<file path="config.mk">
export PLATFORM = sky130hd
export DESIGN_NAME = max1452_uart_rx
export DESIGN_NICKNAME = d
export VERILOG_FILES = /design/src/rtl/max1452_pkg.sv /design/src/rtl/max1452_rx_fifo.sv /design/src/rtl/max1452_uart_rx.sv
export SDC_FILE = /design/constraint.sdc
export NUM_CORES = 1
export LEC_CHECK = 0
export BUFFER_PORTS_ARGS = -buffer_cell sky130_fd_sc_hd__buf_2
export CELL_PAD_IN_SITES_DETAIL_PLACEMENT = 1
export CELL_PAD_IN_SITES_GLOBAL_PLACEMENT = 1
export CORE_MARGIN = 2
export CORE_UTILIZATION = 50
export DETAILED_ROUTE_END_ITERATION = 10
export GPL_TIMING_DRIVEN = 0
export PLACE_DENSITY_LB_ADDON = 0.1
export SYNTH_ARGS = -nofsm -noshare
export SYNTH_HDL_FRONTEND = slang
export SYNTH_SLANG_ARGS = --single-unit
</file>
<file path="constraint.sdc">
create_clock -name clk -period 6 [get_ports clk]
set_input_delay 0.6 -clock clk [delete_from_list [all_inputs] [get_ports clk]]
set_output_delay 0.6 -clock clk [all_outputs]
set_load 0.03 [all_outputs]
</file>
<file path="src/rtl/max1452_pkg.sv">
// Shared definitions for the MAX1452 serial link: receiver state encoding,
// default bit timing and the command bytes used by the transmit sequencer.
package max1452_pkg;

  typedef enum logic [2:0] {
    RX_IDLE,
    RX_START,
    RX_DATA,
    RX_STOP,
    RX_WAIT_IDLE
  } rx_state_e;

  // 50 MHz system clock at 9600 baud.
  localparam int DEFAULT_CLKS_PER_BIT = 5208;

  localparam logic [7:0] CMD_BAUD_SYNC = 8'h01;
  localparam logic [7:0] CMD_READ_OP   = 8'h09;
  localparam logic [7:0] CMD_WRITE_OP  = 8'h19;

  function automatic logic majority3(input logic a, input logic b, input logic c);
    return (a & b) | (a & c) | (b & c);
  endfunction

endpackage

</file>
<file path="src/rtl/max1452_rx_fifo.sv">
// Show-ahead byte FIFO for received UART data. Head entry is visible on
// rd_data straight from storage; a full FIFO drops new bytes and flags overflow.
module max1452_rx_fifo #(
  parameter int DEPTH = 4,
  parameter int W     = 8
) (
  input  logic         clk,
  input  logic         rst_n,
  input  logic         push,
  input  logic [W-1:0] push_data,
  input  logic         pop,
  input  logic         clr_err,
  output logic [W-1:0] rd_data,
  output logic         rd_valid,
  output logic         overflow
);

  localparam int AW = $clog2(DEPTH);
  localparam logic [AW:0] FULL_COUNT = (AW + 1)'(DEPTH);

  logic [W-1:0]  mem [DEPTH];
  logic [AW-1:0] wr_ptr;
  logic [AW-1:0] rd_ptr;
  logic [AW:0]   count;

  logic full;
  logic empty;
  logic do_pop;
  logic do_push;
  logic ovf_set;

  assign full    = (count == FULL_COUNT);
  assign empty   = (count == '0);
  // A pop frees a slot in the same cycle, so a full FIFO can still accept.
  assign do_pop  = pop & ~empty;
  assign do_push = push & (~full | do_pop);
  assign ovf_set = push & full & ~do_pop;

  always_ff @(posedge clk or negedge rst_n) begin
    if (!rst_n) begin
      for (int i = 0; i < DEPTH; i++) mem[i] <= '0;
      wr_ptr   <= '0;
      rd_ptr   <= '0;
      count    <= '0;
      overflow <= 1'b0;
    end else begin
      if (do_push) begin
        mem[wr_ptr] <= push_data;
        wr_ptr      <= wr_ptr + 1'b1;
      end
      if (do_pop) rd_ptr <= rd_ptr + 1'b1;
      case ({do_push, do_pop})
        2'b10:   count <= count + 1'b1;
        2'b01:   count <= count - 1'b1;
        default: ;
      endcase
      // A new overflow wins over a simultaneous clear.
      if (ovf_set) overflow <= 1'b1;
      else if (clr_err) overflow <= 1'b0;
    end
  end

  assign rd_data  = mem[rd_ptr];
  assign rd_valid = ~empty;

endmodule

</file>
<file path="src/rtl/max1452_uart_rx.sv">
// UART 8N1 receiver for MAX1452 read-back bytes on DIO. Synchronizes the line,
// votes 3 mid-bit samples per bit and buffers good bytes in a show-ahead FIFO.
module max1452_uart_rx
  import max1452_pkg::*;
#(
  parameter int CLKS_PER_BIT = DEFAULT_CLKS_PER_BIT,
  parameter int FIFO_DEPTH   = 4
) (
  input  logic       clk,
  input  logic       rst_n,
  input  logic       rs_rx,
  input  logic       rd_req,
  output logic [7:0] rd_data,
  output logic       rd_valid,
  output logic       frame_err,
  output logic       overflow,
  input  logic       clr_err,
  output logic       rx_busy
);

  localparam int CW  = $clog2(CLKS_PER_BIT);
  localparam int MID = CLKS_PER_BIT / 2;
  localparam logic [CW-1:0] CNT_SAMP_A  = CW'(MID - 1);
  localparam logic [CW-1:0] CNT_SAMP_B  = CW'(MID);
  localparam logic [CW-1:0] CNT_RESOLVE = CW'(MID + 1);
  localparam logic [CW-1:0] CNT_LAST    = CW'(CLKS_PER_BIT - 1);

  logic sync1, sync2, sync3;
  logic rx_s;
  logic start_edge;

  always_ff @(posedge clk or negedge rst_n) begin
    if (!rst_n) begin
      sync1 <= 1'b1;
      sync2 <= 1'b1;
      sync3 <= 1'b1;
    end else begin
      sync1 <= rs_rx;
      sync2 <= sync1;
      sync3 <= sync2;
    end
  end

  assign rx_s       = sync2;
  assign start_edge = sync3 & ~sync2;

  rx_state_e   state;
  logic [CW-1:0] cnt;
  logic [2:0]  bit_idx;
  logic [7:0]  shreg;
  logic        samp_a;
  logic        samp_b;
  logic        push;
  logic        fe_q;
  logic        maj;
  logic        resolve;
  logic [CW-1:0] cnt_next;

  // Third vote is the live synced sample at the resolve count.
  assign maj      = majority3(samp_a, samp_b, rx_s);
  assign resolve  = (cnt == CNT_RESOLVE);
  assign cnt_next = (cnt == CNT_LAST) ? '0 : cnt + 1'b1;

  always_ff @(posedge clk or negedge rst_n) begin
    if (!rst_n) begin
      state   <= RX_IDLE;
      cnt     <= '0;
      bit_idx <= '0;
      shreg   <= '0;
      samp_a  <= 1'b1;
      samp_b  <= 1'b1;
      push    <= 1'b0;
      fe_q    <= 1'b0;
    end else begin
      push <= 1'b0;
      fe_q <= 1'b0;
      if (cnt == CNT_SAMP_A) samp_a <= rx_s;
      if (cnt == CNT_SAMP_B) samp_b <= rx_s;
      case (state)
        RX_IDLE: begin
          if (start_edge) begin
            cnt   <= '0;
            state <= RX_START;
          end
        end
        RX_START: begin
          cnt <= cnt_next;
          if (resolve) begin
            if (maj) begin
              state <= RX_IDLE;
            end else begin
              bit_idx <= '0;
              state   <= RX_DATA;
            end
          end
        end
        RX_DATA: begin
          cnt <= cnt_next;
          if (resolve) begin
            shreg <= {maj, shreg[7:1]};
            if (bit_idx == 3'd7) state <= RX_STOP;
            else bit_idx <= bit_idx + 1'b1;
          end
        end
        RX_STOP: begin
          cnt <= cnt_next;
          if (resolve) begin
            if (maj) begin
              push  <= 1'b1;
              state <= RX_IDLE;
            end else begin
              fe_q  <= 1'b1;
              cnt   <= '0;
              state <= RX_WAIT_IDLE;
            end
          end
        end
        RX_WAIT_IDLE: begin
          // A held-low line (break) keeps us here, so it reports only once.
          if (!rx_s) cnt <= '0;
          else if (cnt == CNT_LAST) state <= RX_IDLE;
          else cnt <= cnt + 1'b1;
        end
        default: state <= RX_IDLE;
      endcase
    end
  end

  assign frame_err = fe_q;
  assign rx_busy   = (state != RX_IDLE);

  max1452_rx_fifo #(
    .DEPTH(FIFO_DEPTH),
    .W    (8)
  ) u_fifo (
    .clk      (clk),
    .rst_n    (rst_n),
    .push     (push),
    .push_data(shreg),
    .pop      (rd_req),
    .clr_err  (clr_err),
    .rd_data  (rd_data),
    .rd_valid (rd_valid),
    .overflow (overflow)
  );

endmodule
</file>
==> impl_metrics.tcl <==
set metrics [dict create \
    status "completed" \
    root_buffer "clkbuf_8" \
    clkLatencyLatePin_ns 0.34 \
    ioPinCount 17 \
    diodes 0 \
    drc 0 \
    crit_required_ns 5.40 \
    cts_max_level 3 \
    synth_fp_nets 315 \
    finalMaxSlewViolations 0 \
    clkPwrFrac_pct 39.4 \
    endpoint "rd_data[5]" \
    synth_top_area_share_pct 47.7 \
    die-area_sq_mm 0.00794 \
    cts_hold_buf 0 \
    p_per_area_mw_per_mm2 265 \
    rr_startpoint "u_fifo.count[1]$_DFFE_PN0P_" \
    maxCapViolCount 0 \
    crit_path_end_kind "primary output" \
    max_freq_mhz 374 \
    fp.dieW_um 89.1 \
    yosys.area.top_type "dfrtp_1" \
    yosysUniqueCellTypes 50 \
    synth_seq_cells 74 \
    grt.total_usage_pct 19.6 \
    antenna_found_initial 0 \
    power_mw 1.08 \
    cp_max_fo 10 \
    cts_tree "built" \
    ir_drop_mv 0.106 \
    ys.flop_type "dfrtp_1" \
    fp.dieH_um 89.1 \
    viasPerCell 5.63 \
    avgSynthCellArea_sq_um 12.1 \
    cts_resized 0 \
    path_class "reg -> out" \
    worstMarginPinSlew_ns 0.828 \
    slew_headroom_pct 44.8 \
    placementRows 31 \
    grt_start_max_net_pins 56 \
    wl_per_cell_um 16.5 \
    dp_hpwl_mm 4.98 \
    cts_setup_buffers 0 \
    place.gp.congestion 0.748 \
    skew_ns 0.00933 \
    drt-total-wl_mm 7.12 \
    grt_pass1_wl_mm 11.8 \
    drive_gt1_share_pct 29.5 \
    drtAntennaViolNets 0 \
    hold_path.class "in -> async" \
    start_util_pct 50.8 \
    ys_top_cells_by_area "dfrtp_1, mux2_2, mux4_2, dfstp_2, ha_1" \
    first_pass_iters 4 \
    fin_nets 343 \
    grt_overflow_total 0 \
    worstReg2RegEnd "u_fifo.count[2]$_DFFE_PN0P_" \
    cts.sinks 74 \
    cp-start-kind "flip-flop" \
    fin_area_sq_mm 0.00408 \
    ys_seq_area_share_pct 51.3 \
    place_area_sq_mm 0.00386 \
    finalHoldViolations 0 \
    p_int_mw 0.808 \
    cellLeakagePower_nw 1.87 \
    switching_power_mw 0.270 \
    r2r_slack_ns 3.67 \
    async_flop_share_pct 100 \
    syn-instance-count 299 \
    fin_setup_tns_ns 0 \
    clk_pin_slew_ns 0.08 \
    synth_warnings 0 \
    vias 2426 \
    port_buffers 16 \
    final_cell_mix "dfrtp_1, mux2_2, nand2_1, inv_1, buf_2" \
    combPwrFrac_pct 10.0 \
    first_global_vias 2478 \
    drt_iter0_markers 67 \
    swShare_pct 25.1 \
    finalWorstSetupSlack_ns 3.32 \
    final_common_cell "dfrtp_1" \
    fin_crit_sh_pct 44.6 \
    core_area_sq_mm 0.00714 \
    pre_cts_ws_ns 3.43 \
    cts_buffer_depth 2 \
    arrival_ns 2.08 \
    synth_edf_count 0 \
    setup_viol 0 \
    syn_area_sq_mm 0.00362 \
    reg2reg_depth 10 \
    power_frac_seq_pct 50.6 \
    rsz0062_at_grt "no" \
    cts_inserted_buffers 9 \
    cp-startpoint "u_fifo.rd_ptr[0]$_DFFE_PN0P_" \
    syn2layout_area_growth_pct 12.5 \
    fin_crit_ns 2.68 \
]
-- registers in the layout, indices dropped and copies added (netlist names) --
register,cells
u_fifo.rd_ptr,2
push,1
u_fifo.mem,32
sync1,1
rx_s,1
bit_idx,3
state,3
frame_err,1
samp_a,1
sync3,1
u_fifo.overflow,1
cnt,13
u_fifo.wr_ptr,2
shreg,8
samp_b,1
u_fifo.count,3
-- synthesized netlist by cell type (all sizes together), types with 3 or more instances --
cell type	n
inv	20
nand4b	4
ha	10
nand2	26
dfstp	5
or3	4
mux2	42
dfrtp	69
xor2	3
nor3	6
xnor2	3
a31oi	9
nor4	3
nand3	11
nand2b	6
nor2	5
o21ai	13
buf	6
a21oi	3
mux4	8
nand4	4
clkbuf	6
o22ai	9
-- power groups by stage --
stage | Combinational, mW | Sequential, mW | Clock (mW)
detailed placement | 0.107 | 0.556 | 0
floorplan | 0.0758 | 0.547 | 0
finish | 0.108 | 0.546 | 0.425
CTS | 0.108 | 0.546 | 0.438
global route | 0.120 | 0.549 | 0.457
global placement | 0.100 | 0.554 | 0
-- layout make-up --
cell class                      count  area, sq um
Buffer                             12         62.6
Clock buffer                       11          141
Clock inverter                      5         77.6
Fill cell                         776         3060
Inverter                           20         75.1
Multi-Input combinational cell    193         1630
Sequential cell                    74         1860
Tap cell                           99          124
Timing Repair Buffer               17          110
-- worst min-delay path by stage --
stage	from	end	slack, ns	depth (start not counted)
after floorplan	rst_n	bit_idx[0]$_DFFE_PN0P_	0.30	0
after global placement	sync1$_DFF_PN1_	rx_s$_DFF_PN1_	0.35	0
after detailed placement	sync1$_DFF_PN1_	rx_s$_DFF_PN1_	0.35	0
after CTS	rst_n	u_fifo.count[1]$_DFFE_PN0P_	0.13	1
after global routing	rst_n	u_fifo.count[1]$_DFFE_PN0P_	0.14	1
final	rst_n	u_fifo.count[1]$_DFFE_PN0P_	0.14	1
-- critical path, cell delays in order, from the launching register on --
cell and delay (ns):
dfrtp_1 0.32, clkbuf_1 0.62, mux4_2 0.61, buf_2 0.19
-- kinds of logic (layout without fill, tap and decap cells) --
logic type,count (synthesis),count (layout),synth area share (%)
flip-flops,74,74,51.3
buffers and inverters,32,65,3.80
XOR/XNOR,6,6,1.45
AO/OA/AOI/OAI,41,41,6.80
AND/OR/NAND/NOR,82,82,13.8
multiplexers,52,52,18.6
adder cells (fa/ha/maj),12,12,4.28
-- layer usage --
| layer | vias up | GRT usage (%) | wire length [um] |
|---|---|---|---|
| li1 | 1143 | - | - |
| met1 | 1254 | 24.5 | 3280 |
| met2 | 23 | 34.3 | 3630 |
| met3 | 6 | 3.88 | 134 |
| met4 | 0 | 6.11 | 68 |
| met5 | - | 0 | 0 |
-- per-stage QoR --
step | hold WS (ns) | std cells | util [%]
finish | 0.137 | 431 | 57.1
global route | 0.141 | 431 | 57.1
CTS | 0.128 | 431 | 57.1
detailed placement | 0.348 | 415 | 54.0
global placement | 0.351 | 414 | 53.6
floorplan | 0.304 | 299 | -
Note: power is estimated with default switching activity, not from simulation.
